$ cat config.mk
export PLATFORM = sky130hd
export DESIGN_NAME = read_channel_scheduler_flat
export DESIGN_NICKNAME = d
export VERILOG_FILES = /design/src/rtl/read_channel_scheduler_if.sv /design/src/rtl/read_channel_scheduler.sv /design/src/flat_wrapper.sv
export SDC_FILE = /design/constraint.sdc
export NUM_CORES = 1
export LEC_CHECK = 0
export ABC_AREA = 1
export BUFFER_PORTS_ARGS = -buffer_cell sky130_fd_sc_hd__buf_2
export CAP_MARGIN = 10
export CORE_MARGIN = 3
export CORE_UTILIZATION = 43
export DETAILED_ROUTE_END_ITERATION = 6
export GPL_ROUTABILITY_DRIVEN = 0
export MAX_ROUTING_LAYER = met4
export PLACE_DENSITY_LB_ADDON = 0.15
export SYNTH_ARGS = -nofsm -noshare
export SYNTH_HDL_FRONTEND = slang
export SYNTH_SLANG_ARGS = --single-unit
$ cat constraint.sdc
create_clock -name clk -period 2.2 [get_ports clk]
set_input_delay 0.11 -clock clk [delete_from_list [all_inputs] [get_ports clk]]
set_output_delay 0.11 -clock clk [all_outputs]
set_load 0.02 [all_outputs]
$ cat src/rtl/read_channel_scheduler_if.sv
// Bundle of requester-side and external AXI read-channel signals for read_channel_scheduler.
// master: the scheduler's view; slave: the environment (requesters plus external memory).
interface read_channel_scheduler_if #(
    parameter int NUM_MASTERS = 3,
    parameter int ADDR_W      = 26,
    parameter int DATA_W      = 32
);
    logic [NUM_MASTERS-1:0]        m_arvalid;
    logic [NUM_MASTERS*ADDR_W-1:0] m_araddr;
    logic [NUM_MASTERS*4-1:0]      m_arlen;
    logic [NUM_MASTERS-1:0]        m_arready;
    logic [NUM_MASTERS-1:0]        m_rvalid;
    logic                          m_rlast;
    logic [DATA_W-1:0]             m_rdata;
    logic [NUM_MASTERS-1:0]        m_rready;
    logic                          ARVALID;
    logic                          ARREADY;
    logic [3:0]                    ARID;
    logic [3:0]                    ARLEN;
    logic [ADDR_W-1:0]             ARADDR;
    logic                          RVALID;
    logic                          RLAST;
    logic [3:0]                    RID;
    logic [DATA_W-1:0]             RDATA;
    logic                          RREADY;
    logic                          err_rid;
    logic                          err_len;

    modport master (
        input  m_arvalid, m_araddr, m_arlen, m_rready, ARREADY, RVALID, RLAST, RID, RDATA,
        output m_arready, m_rvalid, m_rlast, m_rdata, ARVALID, ARID, ARLEN, ARADDR, RREADY,
               err_rid, err_len
    );

    modport slave (
        output m_arvalid, m_araddr, m_arlen, m_rready, ARREADY, RVALID, RLAST, RID, RDATA,
        input  m_arready, m_rvalid, m_rlast, m_rdata, ARVALID, ARID, ARLEN, ARADDR, RREADY,
               err_rid, err_len
    );
endinterface

$ cat src/rtl/read_channel_scheduler.sv
// Shares one AXI read channel among NUM_MASTERS requesters, one burst at a time, tagged by ARID.
// Define READ_SCHED_ROUND_ROBIN_EN for round-robin arbitration; default is fixed priority (index 0 first).
module read_channel_scheduler #(
    parameter int NUM_MASTERS = 3,
    parameter int ADDR_W      = 26,
    parameter int DATA_W      = 32
) (
    input  logic                    clk,
    input  logic                    rst,
    read_channel_scheduler_if.master bus
);
    localparam int IDX_W = $clog2(NUM_MASTERS);

    typedef enum logic [1:0] {IDLE, ADDR, DATA} state_t;

    state_t                 state_q, state_d;
    logic [IDX_W-1:0]       owner_q, owner_d;
    logic [ADDR_W-1:0]      addr_q, addr_d;
    logic [3:0]             len_q, len_d;
    logic [4:0]             cnt_q, cnt_d;
    logic [NUM_MASTERS-1:0] arready_q, arready_d;
    logic                   err_rid_q, err_rid_d;
    logic                   err_len_q, err_len_d;

    logic                   any_req;
    logic [IDX_W-1:0]       winner;
    logic                   rid_match;
    logic                   owner_ready;
    logic                   rvalid_own;
    logic                   beat_ok;

    logic [ADDR_W-1:0]      addr_slice [NUM_MASTERS];
    logic [3:0]             len_slice  [NUM_MASTERS];

    generate
        for (genvar gi = 0; gi < NUM_MASTERS; gi++) begin : g_master
            assign addr_slice[gi]   = bus.m_araddr[gi*ADDR_W +: ADDR_W];
            assign len_slice[gi]    = bus.m_arlen[gi*4 +: 4];
            assign bus.m_rvalid[gi] = rvalid_own && (owner_q == IDX_W'(gi));
        end
    endgenerate

`ifdef READ_SCHED_ROUND_ROBIN_EN
    logic [IDX_W-1:0] rr_q, rr_d;
    logic             found;

    // Search starts at the pointer and wraps; the first requester found wins.
    always_comb begin
        any_req = |bus.m_arvalid;
        winner  = rr_q;
        found   = 1'b0;
        for (int k = 0; k < NUM_MASTERS; k++) begin
            if (!found && bus.m_arvalid[(int'(rr_q) + k) % NUM_MASTERS]) begin
                winner = IDX_W'((int'(rr_q) + k) % NUM_MASTERS);
                found  = 1'b1;
            end
        end
    end
`else
    always_comb begin
        any_req = |bus.m_arvalid;
        winner  = '0;
        for (int i = NUM_MASTERS - 1; i >= 0; i--) begin
            if (bus.m_arvalid[i]) winner = IDX_W'(i);
        end
    end
`endif

    // R path is purely combinational; foreign-ID beats are drained regardless of the owner's ready.
    assign rid_match   = (bus.RID == 4'(owner_q));
    assign owner_ready = bus.m_rready[owner_q];
    assign rvalid_own  = (state_q == DATA) && bus.RVALID && rid_match;
    assign beat_ok     = rvalid_own && owner_ready;

    assign bus.RREADY    = (state_q == DATA) && (rid_match ? owner_ready : 1'b1);
    assign bus.m_rdata   = bus.RDATA;
    assign bus.m_rlast   = bus.RLAST;
    assign bus.m_arready = arready_q;
    assign bus.ARVALID   = (state_q == ADDR);
    assign bus.ARID      = 4'(owner_q);
    assign bus.ARADDR    = addr_q;
    assign bus.ARLEN     = len_q;
    assign bus.err_rid   = err_rid_q;
    assign bus.err_len   = err_len_q;

    always_comb begin
        state_d   = state_q;
        owner_d   = owner_q;
        addr_d    = addr_q;
        len_d     = len_q;
        cnt_d     = cnt_q;
        arready_d = '0;
        err_rid_d = err_rid_q;
        err_len_d = err_len_q;
`ifdef READ_SCHED_ROUND_ROBIN_EN
        rr_d      = rr_q;
`endif
        case (state_q)
            IDLE: begin
                if (any_req) begin
                    owner_d   = winner;
                    addr_d    = addr_slice[winner];
                    len_d     = len_slice[winner];
                    arready_d = NUM_MASTERS'(1) << winner;
                    state_d   = ADDR;
`ifdef READ_SCHED_ROUND_ROBIN_EN
                    rr_d      = (winner == IDX_W'(NUM_MASTERS - 1)) ? '0 : winner + IDX_W'(1);
`endif
                end
            end
            ADDR: begin
                if (bus.ARREADY) begin
                    cnt_d   = '0;
                    state_d = DATA;
                end
            end
            DATA: begin
                if (bus.RVALID && !rid_match) err_rid_d = 1'b1;
                if (beat_ok) begin
                    cnt_d = cnt_q + 5'd1;
                    // Short burst ends early; overrun flags once but waits for RLAST.
                    if (bus.RLAST) begin
                        state_d = IDLE;
                        if (cnt_q != {1'b0, len_q}) err_len_d = 1'b1;
                    end else if (cnt_q == {1'b0, len_q}) begin
                        err_len_d = 1'b1;
                    end
                end
            end
            default: state_d = IDLE;
        endcase
    end

    always_ff @(posedge clk) begin
        if (rst) begin
            state_q   <= IDLE;
            owner_q   <= '0;
            addr_q    <= '0;
            len_q     <= '0;
            cnt_q     <= '0;
            arready_q <= '0;
            err_rid_q <= 1'b0;
            err_len_q <= 1'b0;
`ifdef READ_SCHED_ROUND_ROBIN_EN
            rr_q      <= '0;
`endif
        end else begin
            state_q   <= state_d;
            owner_q   <= owner_d;
            addr_q    <= addr_d;
            len_q     <= len_d;
            cnt_q     <= cnt_d;
            arready_q <= arready_d;
            err_rid_q <= err_rid_d;
            err_len_q <= err_len_d;
`ifdef READ_SCHED_ROUND_ROBIN_EN
            rr_q      <= rr_d;
`endif
        end
    end
endmodule

$ cat src/flat_wrapper.sv
// flat-port wrapper written by rule: the top's interface ports become plain ports
module read_channel_scheduler_flat 
#(
    parameter int NUM_MASTERS = 3,
    parameter int ADDR_W      = 26,
    parameter int DATA_W      = 32
)
  (clk, rst, bus_m_arvalid, bus_m_araddr, bus_m_arlen, bus_m_rready, bus_ARREADY, bus_RVALID, bus_RLAST, bus_RID, bus_RDATA, bus_m_arready, bus_m_rvalid, bus_m_rlast, bus_m_rdata, bus_ARVALID, bus_ARID, bus_ARLEN, bus_ARADDR, bus_RREADY, bus_err_rid, bus_err_len);
  read_channel_scheduler_if #(.NUM_MASTERS(NUM_MASTERS), .ADDR_W(ADDR_W), .DATA_W(DATA_W)) bus_i ();
  input  logic clk;
  input  logic rst;
  input wire logic [$bits(bus_i.m_arvalid)-1:0] bus_m_arvalid;
  input wire logic [$bits(bus_i.m_araddr)-1:0] bus_m_araddr;
  input wire logic [$bits(bus_i.m_arlen)-1:0] bus_m_arlen;
  input wire logic [$bits(bus_i.m_rready)-1:0] bus_m_rready;
  input wire logic [$bits(bus_i.ARREADY)-1:0] bus_ARREADY;
  input wire logic [$bits(bus_i.RVALID)-1:0] bus_RVALID;
  input wire logic [$bits(bus_i.RLAST)-1:0] bus_RLAST;
  input wire logic [$bits(bus_i.RID)-1:0] bus_RID;
  input wire logic [$bits(bus_i.RDATA)-1:0] bus_RDATA;
  output wire logic [$bits(bus_i.m_arready)-1:0] bus_m_arready;
  output wire logic [$bits(bus_i.m_rvalid)-1:0] bus_m_rvalid;
  output wire logic [$bits(bus_i.m_rlast)-1:0] bus_m_rlast;
  output wire logic [$bits(bus_i.m_rdata)-1:0] bus_m_rdata;
  output wire logic [$bits(bus_i.ARVALID)-1:0] bus_ARVALID;
  output wire logic [$bits(bus_i.ARID)-1:0] bus_ARID;
  output wire logic [$bits(bus_i.ARLEN)-1:0] bus_ARLEN;
  output wire logic [$bits(bus_i.ARADDR)-1:0] bus_ARADDR;
  output wire logic [$bits(bus_i.RREADY)-1:0] bus_RREADY;
  output wire logic [$bits(bus_i.err_rid)-1:0] bus_err_rid;
  output wire logic [$bits(bus_i.err_len)-1:0] bus_err_len;
  assign bus_i.m_arvalid = bus_m_arvalid;
  assign bus_i.m_araddr = bus_m_araddr;
  assign bus_i.m_arlen = bus_m_arlen;
  assign bus_i.m_rready = bus_m_rready;
  assign bus_i.ARREADY = bus_ARREADY;
  assign bus_i.RVALID = bus_RVALID;
  assign bus_i.RLAST = bus_RLAST;
  assign bus_i.RID = bus_RID;
  assign bus_i.RDATA = bus_RDATA;
  assign bus_m_arready = bus_i.m_arready;
  assign bus_m_rvalid = bus_i.m_rvalid;
  assign bus_m_rlast = bus_i.m_rlast;
  assign bus_m_rdata = bus_i.m_rdata;
  assign bus_ARVALID = bus_i.ARVALID;
  assign bus_ARID = bus_i.ARID;
  assign bus_ARLEN = bus_i.ARLEN;
  assign bus_ARADDR = bus_i.ARADDR;
  assign bus_RREADY = bus_i.RREADY;
  assign bus_err_rid = bus_i.err_rid;
  assign bus_err_len = bus_i.err_len;
  read_channel_scheduler #(.NUM_MASTERS(NUM_MASTERS), .ADDR_W(ADDR_W), .DATA_W(DATA_W)) u_core (.clk(clk), .rst(rst), .bus(bus_i));
endmodule
Word-level counts from Yosys, hierarchy flattened
Cells that the tools add are included.
{"block": "totals", "ff_bits": 44, "latchBits": 0, "mem_bits_rw": 0, "rom_bits": 0, "inputBits": 137, "out_inout_bits": 77, "elab_cells": 70, "mem_count": 0}
{"block": "classes", "add_sub_neg": 1, "n_mul": 0, "div": 0, "order_cmp": 2, "n_eq_ne": 12, "n_shift": 1, "mux": 23, "bitwise_logic": 3, "reduce_logical": 20}
{"operator": "binary-select mux 26 bit (select 2 bit)", "n": 1}
{"operator": "2-to-1 mux 26 bit", "n": 2}
{"operator": "2-to-1 mux 2 bit", "n": 7}
{"operator": "2-to-1 mux 5 bit", "n": 2}
{"operator": "case mux 5 bit (2 select lines)", "n": 1}
{"operator": "binary-select mux 4 bit (select 2 bit)", "n": 1}
{"operator": "logical AND 1 bit", "n": 8}
{"operator": "2-to-1 mux 4 bit", "n": 2}
{"operator": "AND reduction 4 bit", "n": 2}
{"operator": "inequality test 2 x 1 -> 1 bit, second input constant", "n": 3}
{"operator": "case mux 2 bit (3 select lines)", "n": 1}
{"operator": "OR reduction 3 bit", "n": 2}
{"operator": "adder 5 x 1 -> 5 bit, second input constant", "n": 1}
{"operator": "== test 5 x 4 -> 1 bit", "n": 1}
{"operator": "2-to-1 mux 1 bit", "n": 5}
{"operator": "inequality test 5 x 4 -> 1 bit", "n": 1}
{"operator": "== test 2 x 1 -> 1 bit, second input constant", "n": 2}
{"operator": "== test 2 bit, second input constant", "n": 2}
{"operator": "== test 4 x 2 -> 1 bit", "n": 1}
{"operator": "logical NOT 2 bit", "n": 2}
{"operator": "inequality test 2 bit, second input constant", "n": 2}
{"operator": "AND reduction 2 bit", "n": 2}
{"operator": "nonzero test 2 bit", "n": 2}
{"operator": "greater-or-equal comparator 3 bit, second input constant", "n": 1}
{"operator": "7 further kinds", "n": 8}

Logic depth before layout (Yosys ltp)
{"block": "logic_depth", "depth_word": 7, "mapped_depth": 9, "mapped_depth_nobuf": 9}

Least setup slack after synthesis
No wires, ideal clock.
{"block": "synth_timing", "kind": "register -> output", "start": "reg u_core.owner_q[1]", "end": "out bus_m_rvalid[0]", "arrival_time_ns": 1.402, "t_required_ns": 2.090, "slack_ns": 0.688, "path_stages_with_launch": 7, "path_buffers": 0, "cell_sequence": "dfxtp_1 -> inv_2 -> nand2_2 -> inv_1 -> nor2_1 -> nand3_1 -> nor3_1"}
{"block": "synth_via", "elab_chain_cells": 3}
{"item": "start: declaration", "line": "read_channel_scheduler.sv:17", "source": "logic [IDX_W-1:0] owner_q, owner_d;"}
{"item": "start signal: assignment", "line": "read_channel_scheduler.sv:149", "source": "owner_q <= owner_d;"}
{"item": "== test 4 x 2 -> 1 bit", "line": "read_channel_scheduler.sv:70", "source": "assign rid_match = (bus.RID == 4'(owner_q));"}
{"item": "logical AND 1 bit", "line": "read_channel_scheduler.sv:72", "source": "assign rvalid_own = (state_q == DATA) && bus.RVALID && rid_match;"}
{"item": "logical AND 1 bit (*)", "line": "read_channel_scheduler.sv:39", "source": "assign bus.m_rvalid[gi] = rvalid_own && (owner_q == IDX_W'(gi));"}
{"item": "end: declaration", "line": "flat_wrapper.sv:22", "source": "output wire logic [$bits(bus_i.m_rvalid)-1:0] bus_m_rvalid;"}
Every way passes the cells marked *; elsewhere a longest branch is shown, timed or not.

Final worst setup path
{"block": "layout_timing", "start": "reg u_core.owner_q[1]", "end": "out bus_m_rvalid[1]"}
Same word-level chain as after synthesis.

==> flow_results.xml <==
<?xml version="1.0" encoding="UTF-8"?>
<metrics>
  <group name="status">
    <metric name="outcome" unit="">completed</metric>
  </group>
  <group name="setup_path">
    <metric name="source_of_the_worst_register_to_register_timing_path" unit="">u_core.state_q[1]$_SDFFE_PP0P_</metric>
    <metric name="arrival_worst_endpoint" unit="ns">1.61</metric>
    <metric name="r2r_end" unit="">u_core.bus.ARADDR[14]$_SDFFE_PP0N_</metric>
    <metric name="cp-end-kind" unit="">output pin</metric>
    <metric name="timing.critical_path.fanout_max" unit="">6</metric>
    <metric name="critical_path_required" unit="ns">2.09</metric>
    <metric name="reg2reg_depth" unit="">5</metric>
    <metric name="flop_to_flop_setup_slack" unit="ns">0.75</metric>
    <metric name="crit_path_start_kind" unit="">register</metric>
    <metric name="critPathKind" unit="">reg2out</metric>
  </group>
  <group name="cells_and_area">
    <metric name="design_area" unit="sq mm">0.003282</metric>
    <metric name="final_util" unit="">0.5478</metric>
    <metric name="final_layout_size_suffix_gt1_frac" unit="">0.3418</metric>
    <metric name="layout.nets" unit="">649</metric>
    <metric name="fillers" unit="">631</metric>
    <metric name="layoutNonFillerInstCount" unit="">587</metric>
    <metric name="area_growth" unit="%">22.63</metric>
    <metric name="final_cell_mix" unit="">buf_2, nand2_1, nand3_1</metric>
    <metric name="diodes" unit="">0</metric>
    <metric name="final_common_cell" unit="">buf_2</metric>
  </group>
  <group name="sta">
    <metric name="setup-tns-final" unit="ns">0</metric>
    <metric name="final.setup_skew" unit="ns">0.008304</metric>
    <metric name="worst_slew_slack_as_a_fraction_of_its_limit" unit="">0.5463</metric>
    <metric name="timing.final.crit_share" unit="">0.7831</metric>
    <metric name="max_clock_freq" unit="MHz">580.5</metric>
    <metric name="layout_min_cycle_time" unit="ns">1.723</metric>
    <metric name="slew_violations" unit="">0</metric>
    <metric name="final-hold-violation-count" unit="">0</metric>
    <metric name="grt_setup_unrepaired" unit="">no</metric>
    <metric name="final-setup-viol-count" unit="">0</metric>
    <metric name="tightestPinTransition" unit="ns">0.6798</metric>
  </group>
  <group name="yosys">
    <metric name="synthesis.area" unit="sq mm">0.002676</metric>
    <metric name="synth_area_per_cell" unit="sq um">6.576</metric>
    <metric name="area_contributors_post_synth" unit="">dfxtp_1, nand2_1, buf_4, nand3_1, o211ai_1</metric>
    <metric name="synth-warning-count" unit="">0</metric>
    <metric name="synth_top_area_share" unit="">0.3291</metric>
    <metric name="ys_dominant_reg_cell" unit="">dfxtp_1</metric>
    <metric name="async_flop_share" unit="">0</metric>
    <metric name="post_synthesis_cell_count" unit="">407</metric>
    <metric name="synth_enable_flop_cells" unit="">0</metric>
    <metric name="synthDistinctLibCells" unit="">28</metric>
    <metric name="sequential_to_total_area_share_from_yosys_stat" unit="">0.3291</metric>
    <metric name="synth.ff_latch_count" unit="">44</metric>
    <metric name="post-synth-top-area-cell" unit="">dfxtp_1</metric>
  </group>
  <group name="clocking">
    <metric name="worst_skew_pair.late_latency" unit="ns">0.30</metric>
    <metric name="path_clk_slew" unit="ns">0.09</metric>
    <metric name="numCtsBuffers" unit="">5</metric>
    <metric name="ctsRootBufferMaster" unit="">clkbuf_8</metric>
    <metric name="clock_tree.htree_level_count" unit="">2</metric>
    <metric name="cts_tree" unit="">yes</metric>
    <metric name="cts.path.max_buffers" unit="">2</metric>
    <metric name="cts.hold.buffers_added" unit="">0</metric>
    <metric name="clock_sinks" unit="">44</metric>
    <metric name="post_cts_repair_setup_buffers" unit="">0</metric>
    <metric name="post_cts.resized_instances" unit="">0</metric>
  </group>
  <group name="power_and_ir_drop">
    <metric name="p_leak" unit="nW">1.795</metric>
    <metric name="max-vdd-ir-drop" unit="mV">0.3345</metric>
    <metric name="cellPowerDensity" unit="mW/mm^2">662.4</metric>
    <metric name="post_layout_total_power" unit="mW">2.174</metric>
  </group>
  <group name="route">
    <metric name="drtPass1Iterations" unit="">6</metric>
    <metric name="via_count" unit="">2920</metric>
    <metric name="wl" unit="um">7687</metric>
    <metric name="drt_drc_violations_left" unit="">0</metric>
    <metric name="route.detailed.vias_per_inst" unit="">4.974</metric>
    <metric name="final_antenna_net_count" unit="">0</metric>
    <metric name="detail_route.iter0.violations" unit="">167</metric>
    <metric name="post_drt_wl_per_cell" unit="um">13.10</metric>
  </group>
  <group name="min_path">
    <metric name="holdPathStages" unit="">2</metric>
    <metric name="hold_wc_path_type" unit="">in2reg</metric>
    <metric name="min-delay-start" unit="">bus_ARREADY</metric>
    <metric name="holdPathEnd" unit="">u_core.state_q[0]$_SDFFE_PP0P_</metric>
  </group>
  <group name="die">
    <metric name="die_outline_area" unit="sq mm">0.007206</metric>
    <metric name="die_x" unit="um">84.89</metric>
    <metric name="placeableCoreArea" unit="sq mm">0.005991</metric>
    <metric name="initial_core_util" unit="">0.4467</metric>
    <metric name="boundary_pins" unit="">214</metric>
    <metric name="die_height" unit="um">84.89</metric>
    <metric name="placementRows" unit="">28</metric>
  </group>
  <group name="global_routing">
    <metric name="global_route.overflow_total" unit="">0</metric>
    <metric name="antenna_violations_before_repair" unit="">0</metric>
    <metric name="first_global_vias" unit="">2657</metric>
    <metric name="grt_start_max_net_pins" unit="">33</metric>
    <metric name="groute.usage.overall" unit="">0.2136</metric>
    <metric name="grt_pass1_wl" unit="um">12300</metric>
  </group>
  <group name="placement">
    <metric name="placed_cells" unit="">579</metric>
    <metric name="place_area" unit="sq mm">0.003184</metric>
    <metric name="portBuffers" unit="">147</metric>
    <metric name="dp_hpwl" unit="um">5892</metric>
  </group>
  <group name="run">
    <metric name="max-cap-violations" unit="">0</metric>
  </group>
</metrics>
## cell type report
class	count	area (sq um)	area share
multi-input cells	276	1320	0.4022
flip-flops and latches	44	880.8	0.2684
repair buffers	151	765.7	0.2333
inverters	33	123.9	0.03774
well taps	75	93.84	0.02859
clock buffers	6	82.58	0.02516
clock inverters	2	15.01	0.004575
## layer usage
| metal | routed length (um) | track usage | vias to the layer above |
|---|---|---|---|
| met4 | 156 | 0.07338 | 0 |
| met2 | 3484 | 0.3488 | 131 |
| met5 | 0 | - | - |
| met1 | 3381 | 0.2646 | 1274 |
| li1 | - | - | 1497 |
| met3 | 665 | 0.04175 | 18 |
## through the flow
stage,worst slack [ns],hold slack [ns]
finish,0.4773,0.008279
global route,0.2622,0.01054
CTS,0.4602,0.008030
detailed placement,0.6773,0.2201
global placement,0.7072,0.2201
floorplan,0.6876,0.1994
## kinds of logic after synthesis
| family | after synthesis | synth area share |
|---|---|---|
| compound gates | 62 | 0.1412 |
| other cells | 1 | 0.001401 |
| buf+inv | 88 | 0.1800 |
| xor+xnor | 2 | 0.006546 |
| flops | 44 | 0.3291 |
| fa+ha+maj | 1 | 0.004674 |
| simple gates | 209 | 0.3371 |
## flip-flops by register name, indices dropped and copies added, names as in the netlist
register              cells
u_core.bus.err_len        1
u_core.cnt_q              5
u_core.bus.ARADDR        26
u_core.bus.ARLEN          4
u_core.owner_q            2
u_core.bus.err_rid        1
u_core.bus.m_arready      3
u_core.state_q            2
## worst max-delay path, cell delays in order (launching register included)
cell	delay, ns
dfxtp_1	0.48
inv_2	0.12
nand2_2	0.09
inv_1	0.04
nor2_1	0.09
nand3_1	0.16
nor3_1	0.16
buf_2	0.19
## cells in the mapped netlist (2+ instances only)
| library cell | instances |
|---|---|
| nand3_2 | 2 |
| clkbuf_1 | 6 |
| nand3_1 | 50 |
| nand2_1 | 102 |
| a21oi_1 | 8 |
| buf_4 | 36 |
| buf_2 | 13 |
| nor2_2 | 3 |
| o211ai_1 | 20 |
| dfxtp_1 | 44 |
| nor2_1 | 39 |
| nor3_1 | 6 |
| inv_1 | 29 |
| nand2_2 | 4 |
| xnor2_1 | 2 |
| o21ai_1 | 8 |
| inv_2 | 3 |
| a31oi_1 | 7 |
| o21ai_0 | 16 |
## report_power, final
part           leakage (nW)  total, mW  internal, mW  switching (mW)
clock                0.0434      0.541         0.254           0.287
combinational          1.39      0.680         0.252           0.428
sequential            0.362      0.952         0.891          0.0611
## how the worst max path moves through the flow
stage,startpoint,to,slack [ns]
finish,u_core.owner_q[1]$_SDFFE_PP0N_,bus_m_rvalid[1],0.48
global route,u_core.owner_q[1]$_SDFFE_PP0N_,bus_m_rvalid[2],0.26
CTS,u_core.owner_q[1]$_SDFFE_PP0N_,bus_m_rvalid[1],0.46
detailed placement,bus_m_arvalid[0],u_core.bus.ARLEN[1]$_SDFFE_PP0N_,0.68
global placement,bus_m_arvalid[0],u_core.bus.ARLEN[0]$_SDFFE_PP0N_,0.71
floorplan,u_core.owner_q[1]$_SDFFE_PP0N_,bus_m_rvalid[0],0.69
Note: power is estimated with default switching activity, not from simulation.
